## src/rtl/div_seq_ctrl.sv

```systemverilog
// Command sequencer that loads operands into the restoring divider and returns quotient/remainder.
// Optional define DIV_SEQ_OVF_CHECK_EN answers A >= M requests locally with an overflow error.
module div_seq_ctrl #(
  parameter int unsigned WIDTH   = 8,
  parameter int unsigned TIMEOUT = 64
) (
  input  logic               clk,
  input  logic               rst,
  input  logic               req_valid,
  output logic               req_ready,
  input  logic [2*WIDTH-1:0] req_dividend,
  input  logic [WIDTH-1:0]   req_divisor,
  output logic               rsp_valid,
  input  logic               rsp_ready,
  output logic [WIDTH-1:0]   rsp_quotient,
  output logic [WIDTH-1:0]   rsp_remainder,
  output logic               rsp_err,
  output logic               div_enable,
  output logic [WIDTH-1:0]   div_inbus,
  input  logic               div_done,
  input  logic [WIDTH-1:0]   div_outbus
);

  localparam int unsigned WdW = $clog2(TIMEOUT + 1);

  typedef enum logic [2:0] {
    StIdle, StLoadA0, StLoadA1, StLoadQ, StLoadM, StWait, StCapQ, StResp
  } state_e;

  state_e           state_q, state_d;
  logic [WIDTH-1:0] a_q, a_d, q_q, q_d, m_q, m_d;
  logic [WdW-1:0]   wd_q, wd_d;
  logic             valid_q, valid_d, err_q, err_d;
  logic [WIDTH-1:0] quot_q, quot_d, rem_q, rem_d;

  always_ff @(posedge clk or posedge rst) begin
    if (rst) begin
      state_q <= StIdle;
      a_q     <= '0;
      q_q     <= '0;
      m_q     <= '0;
      wd_q    <= '0;
      valid_q <= 1'b0;
      err_q   <= 1'b0;
      quot_q  <= '0;
      rem_q   <= '0;
    end else begin
      state_q <= state_d;
      a_q     <= a_d;
      q_q     <= q_d;
      m_q     <= m_d;
      wd_q    <= wd_d;
      valid_q <= valid_d;
      err_q   <= err_d;
      quot_q  <= quot_d;
      rem_q   <= rem_d;
    end
  end

  always_comb begin
    state_d = state_q;
    a_d     = a_q;
    q_d     = q_q;
    m_d     = m_q;
    wd_d    = wd_q;
    valid_d = valid_q;
    err_d   = err_q;
    quot_d  = quot_q;
    rem_d   = rem_q;
    unique case (state_q)
      StIdle: begin
        if (req_valid) begin
          a_d     = req_dividend[2*WIDTH-1:WIDTH];
          q_d     = req_dividend[WIDTH-1:0];
          m_d     = req_divisor;
          state_d = StLoadA0;
`ifdef DIV_SEQ_OVF_CHECK_EN
          // Quotient cannot fit in WIDTH bits (or M is zero): never start the divider.
          if (req_dividend[2*WIDTH-1:WIDTH] >= req_divisor) begin
            state_d = StResp;
            valid_d = 1'b1;
            err_d   = 1'b1;
            quot_d  = '1;
            rem_d   = req_dividend[2*WIDTH-1:WIDTH];
          end
`endif
        end
      end
      StLoadA0: state_d = StLoadA1;
      StLoadA1: state_d = StLoadQ;
      StLoadQ:  state_d = StLoadM;
      StLoadM: begin
        state_d = StWait;
        wd_d    = '0;
      end
      StWait: begin
        // Done has priority over a watchdog expiry in the same cycle.
        if (div_done) begin
          rem_d   = div_outbus;
          state_d = StCapQ;
        end else if (wd_q == WdW'(TIMEOUT - 1)) begin
          state_d = StResp;
          valid_d = 1'b1;
          err_d   = 1'b1;
          quot_d  = '0;
          rem_d   = '0;
        end else begin
          wd_d = wd_q + 1'b1;
        end
      end
      StCapQ: begin
        quot_d  = div_outbus;
        valid_d = 1'b1;
        err_d   = 1'b0;
        state_d = StResp;
      end
      StResp: begin
        if (rsp_ready) begin
          valid_d = 1'b0;
          err_d   = 1'b0;
          state_d = StIdle;
        end
      end
      default: state_d = StIdle;
    endcase
  end

  always_comb begin
    div_inbus = '0;
    unique case (state_q)
      StLoadA0, StLoadA1: div_inbus = a_q;
      StLoadQ:            div_inbus = q_q;
      StLoadM, StWait:    div_inbus = m_q;
      default:            div_inbus = '0;
    endcase
  end

  assign div_enable    = (state_q == StLoadA0);
  assign req_ready     = (state_q == StIdle);
  assign rsp_valid     = valid_q;
  assign rsp_err       = err_q;
  assign rsp_quotient  = quot_q;
  assign rsp_remainder = rem_q;

endmodule

```

## config.mk

```make
export PLATFORM = sky130hd
export DESIGN_NAME = div_seq_ctrl
export DESIGN_NICKNAME = d
export VERILOG_FILES = /design/src/rtl/div_seq_ctrl.sv
export SDC_FILE = /design/constraint.sdc
export NUM_CORES = 1
export LEC_CHECK = 0
export ABC_AREA = 1
export CAP_MARGIN = 20
export CORE_MARGIN = 8
export CORE_UTILIZATION = 50
export CTS_CLUSTER_SIZE = 28
export DETAILED_ROUTE_END_ITERATION = 8
export HOLD_SLACK_MARGIN = 0.12
export PLACE_DENSITY = 0.91
export SETUP_SLACK_MARGIN = 0.1
export SLEW_MARGIN = 20
export SYNTH_ARGS = -nofsm -noshare
export SYNTH_HDL_FRONTEND = slang
export SYNTH_SLANG_ARGS = --single-unit
```

## constraint.sdc

```tcl
create_clock -name clk -period 3.08 [get_ports clk]
set_input_delay 0.616 -clock clk [delete_from_list [all_inputs] [get_ports clk]]
set_output_delay 0.616 -clock clk [all_outputs]
set_load 0.02 [all_outputs]
```

# Yosys cells after proc, flatten, opt, wreduce, memory -nomap -nowiden
# Index checks and enable logic that the tools add are counted.
totals:
  ff_bits: 52
  inputBits: 37
  output_inout_bits: 28
op_classes:
  add_sub_neg: 1
  eq_ne: 14
  n_mux: 18
  n_reduce_logical: 13
op_table:
  columns: ["cell", "count"]
  rows:
  - ["two-way mux 8 bit", 3]
  - ["one-hot mux 3 bit (8 select lines)", 1]
  - ["one-hot mux 8 bit (3 select lines)", 1]
  - ["one-hot mux 8 bit (2 select lines)", 1]
  - ["two-way mux 7 bit", 2]
  - ["one-hot mux 7 bit (2 select lines)", 1]
  - ["equality test 3 bit, second input constant", 4]
  - ["two-way mux 3 bit", 4]
  - ["inequality test 2 bit, second input constant", 5]
  - ["AND reduction 3 bit", 3]
  - ["adder 7 x 1 -> 7 bit, second input constant", 1]
  - ["equality test 7 x 6 -> 1 bit, second input constant", 1]
  - ["equality test 3 x 2 -> 1 bit, second input constant", 2]
  - ["one-hot mux 1 bit (3 select lines)", 2]
  - ["nonzero test 2 bit", 3]
  - ["AND reduction 2 bit", 2]
  - ["AND reduction 4 bit", 1]
  - ["OR reduction 2 bit", 2]
  - ["equality test 3 x 1 -> 1 bit, second input constant", 1]
  - ["logical NOT 3 bit", 1]
  - ["two-way mux 1 bit", 3]
  - ["inequality test 3 bit, second input constant", 1]
  - ["nonzero test 3 bit", 1]

# Longest topological paths before layout
logic_depth:
  ltp_word: 4
  mapped_depth: 9
  ltp_nobuf: 9

# Worst setup path after synthesis
# Ideal clock, no wire load.
synth_path:
  kind: "reg2out"
  from: "reg state_q[1]"
  to: "out div_inbus[7]"
  t_arrival_ns: 1.256
  required_time_ns: 2.464
  setup_slack_ns: 1.208
  path_stages_with_launch: 7
  n_path_buf: 1
  path_cell_list: "dfrtp_1 buf_6 inv_1 nand2_1 a21oi_1 a22oi_1 nand2_1"
synth_between:
  elab_chain_cells: 3
synth_lines:
  columns: ["item", "line", "rtl"]
  rows:
  - ["from (decl)", "30", "state_e state_q, state_d;"]
  - ["from (signal assigned)", "38", "state_q <= StIdle;"]
  - ["from (signal assigned)", "48", "state_q <= state_d;"]
  - ["equality test 3 bit (tied with other cells)", "130", "unique case (state_q)"]
  - ["OR reduction 2 bit", "130", null]
  - ["one-hot mux 8 bit (3 select lines) *", "130", null]
  - ["to (decl)", "19", "output logic [WIDTH-1:0] div_inbus,"]
# Mark *: on every way between the ends. The rest lies on a longest branch, timed or not.

# Final worst setup path
layout_path:
  from: "reg state_q[0]"
  to: "out div_inbus[3]"
# Same word-level chain as after synthesis.

==> summary.md <==
| Metric | Value |
|---|---|
| Status | finished clean |
| Final setup violating endpoints | 0 |
| Chip Height | 85.9 um |
| Synth warn | 0 |
| Crit path capture type | primary output |
| DR WL/cell | ~14 um |
| Netlist cell types | 27 |
| DR pass1 iterations | 4 |
| Share of layout cells above drive strength 1 | 0.0698 |
| CP Class | flop to primary output |
| Ant. Diodes | 0 |
| Total leakage power | between 1.5 and 2 nW |
| Placed cell area | 3110 um^2 |
| Syn nets | 332 |
| Vias | 2132 |
| Sink Count | 52 |
| Vias in the first global route | 2081 |
| Post-Synthesis Cells | 294 |
| Hold Crit Class | flop to flop |
| Area grow syn2layout | 32.0% |
| Antenna-violating nets left | 0 |
| Root buffer cell | clkbuf_8 |
| Clk_skew | between 0.005 and 0.006 ns |
| Die area | 7390 um^2 |
| CP dominant cell by count | nand2_1 |
| Largest net degree at the start of global routing | 53 |
| All-Layer GR Usage | 0.166 |
| Core box area | 4720 um^2 |
| Nets | 395 |
| Worst-Margin Slew | 0.633 ns |
| Die X | 85.9 um |
| Hpwl dp | 4420 um |
| Worst Path Max Fanout | 11 |
| Min setup slack post-route | between 0.2 and 0.25 ns |
| Clock-pin slew on the worst setup and hold paths | roughly 0.090 ns |
| Max cap viols | 0 |
| Row count | 25 |
| Hold-fix buffers, CTS | 0 |
| # DRC | 0 |
| Post-synthesis cell area | 2450 um^2 |
| Power per cell area | 963 nW/um^2 |
| Arrival time at the worst endpoint | roughly 2.3 ns |
| CTS tree | yes |
| Final Hold Viols | 0 |
| Rel. slew slack | 0.578 |
| Max Slew Vio Count | 0 |
| Min Tclk post-route | 2.86 ns |
| Gates resized, CTS repair | 0 |
| Worst slack, placed | around 0.57 ns |
| Clock Latency Late Sink | about 0.30 ns |
| Post-synthesis sequential element count | 52 |
| Num CTS Buffers | 5 |
| Clk buf depth | 2 |
| Setup Total Neg Slack | 0 ns |
| Crit path cell chain | inv_1 > nand2_1 > a21oi_1 > buf_4 > nand2_1 > o221ai_1 > clkdlybuf4s50_1 |
| Gr ovfl total | 0 |
| Post-Route WL | 5980 um |
| RePlAce Congestion | 0.871 |
| DRT iter0 DRCs | 131 |
| Vias per cell | 5.02 |
| Htree depth | 2 |
| Setup Fix Bufs, Post-CTS | 0 |
| # fillers | 372 |
| RSZ-0062 raised after global routing | no |
| Avg Inst Size Synth | 8.32 um^2 |
| Data required, critical path | 2.46 ns |
| CP Launch Type | flop |
| Period utilization | 0.930 |
| Peak VDD IR | 0.513 mV |
| Slowest cell on crit path | clkdlybuf4s50_1 |
| Highest Clock Rate | 349 MHz |
| Buffers on Ports | 64 |
| Global-route wire length before repair | 9800 um |
| Total I/O pin count | 65 |
| Initial antenna violation count | 0 |
| Max incr delay on CP | 0.65 ns |
| Post-route cell area | 3230 um^2 |
| Initial Util | 0.518 |
| Post-synthesis sequential area ratio | 0.532 |
layout make-up:
| cell class | count | area (um^2) | share of cell area |
|---|---|---|---|
| Clock inverter | 2 | 35.0 | 0.0109 |
| Multi-Input combinational cell | 198 | 941 | 0.291 |
| Tap cell | 67 | 83.8 | 0.0260 |
| Clock buffer | 6 | 72.6 | 0.0225 |
| Inverter | 33 | 124 | 0.0384 |
| Timing Repair Buffer | 67 | 671 | 0.208 |
| Sequential cell | 52 | 1300 | 0.403 |
flip-flops by register name, summed over array words and instances (netlist names):
name and count:
rsp_remainder 8, rsp_quotient 8, state_q 3, q_q 8
a_q 8, wd_q 7, m_q 8, rsp_valid 1
rsp_err 1
logic make-up (layout without fill, tap and decap cells):
kind of cell / count (synthesis) / in the layout / synth area share
simple gates: 151 / 151 / 0.271
flops: 52 / 52 / 0.532
compound gates: 46 / 46 / 0.108
buf+inv: 44 / 108 / 0.0834
fa+ha+maj: 1 / 1 / 0.00511
report_power, final:
| group | internal [mW] | switching [mW] | total, mW |
|---|---|---|---|
| sequential | 0.950 | 0.182 | 1.13 |
| clock | 0.241 | 0.209 | 0.450 |
| combinational | 0.632 | 0.896 | 1.53 |
| total | 1.82 | 1.29 | 3.11 |
critical path: cells and delay by family (launching register included):
family	cells	cell delay, ns
flip-flops	1	0.52
AO/OA/AOI/OAI	2	0.24
AND/OR/NAND/NOR	2	0.17
buffers and inverters	3	1.02
Yosys cell counts:
cell type,instances,share of area
nand3_2,2,0.0082
dfrtp_1,52,0.53
nand2_2,5,0.013
nand3b_1,1,0.0031
ha_1,1,0.0051
or2_2,1,0.0026
o221ai_1,7,0.025
and3_1,1,0.0026
nand4_1,6,0.015
o21bai_1,2,0.0061
inv_2,2,0.0031
buf_4,1,0.0031
nor2_1,22,0.034
buf_6,4,0.018
nor2_4,2,0.0092
a22oi_1,1,0.0031
buf_2,4,0.0082
a31oi_1,1,0.0026
inv_1,31,0.048
nand3_1,20,0.041
nor2_2,2,0.0051
nand2_1,88,0.14
o21ai_0,16,0.033
clkbuf_1,2,0.0031
o21ai_1,2,0.0041
a21oi_1,17,0.035
or2_1,1,0.0026
final timing paths:
kind	slack [ns]	end	cells after the start	from
worst min register to register	0.48	m_q[7]	2	m_q[7]
worst max register to register	1.22	rsp_quotient[5]	6	state_q[0]
worst max-delay path	0.22	div_inbus[3]	7	state_q[0]
max in group asynchronous	1.87	rsp_quotient[2]	3	rst
worst min-delay path	0.48	m_q[7]	2	m_q[7]
min in group asynchronous	0.80	rsp_quotient[7]	3	rst
placed cells by master (no fill, tap or decap), types with 6 or more instances in the layout:
cell | netlist | routed
a21oi_1 | 17 | 17
nand3_1 | 20 | 20
inv_1 | 31 | 30
o21ai_0 | 16 | 16
nand4_1 | 6 | 6
o221ai_1 | 7 | 7
nor2_1 | 22 | 22
clkdlybuf4s50_1 | 0 | 61
nand2_1 | 88 | 88
dfrtp_1 | 52 | 52
metrics by stage:
stage	total power [mW]	std cells	utilization	hold WS, ns
floorplan	2.05	294	-	0.442
global placement	2.61	417	0.659	0.458
detailed placement	2.67	417	0.659	0.460
CTS	3.13	425	0.682	0.482
global route	3.31	425	0.683	0.508
finish	3.11	425	0.683	0.480
routing by layer:
metal | vias up | track usage | routed length, um
li1 | 1074 | - | -
met1 | 993 | 0.201 | 2590
met2 | 57 | 0.276 | 3030
met3 | 8 | 0.0372 | 269
met4 | 0 | 0.0685 | 90
met5 | - | 0 | 0
No activity file was read; power rests on OpenSTA's default activity.
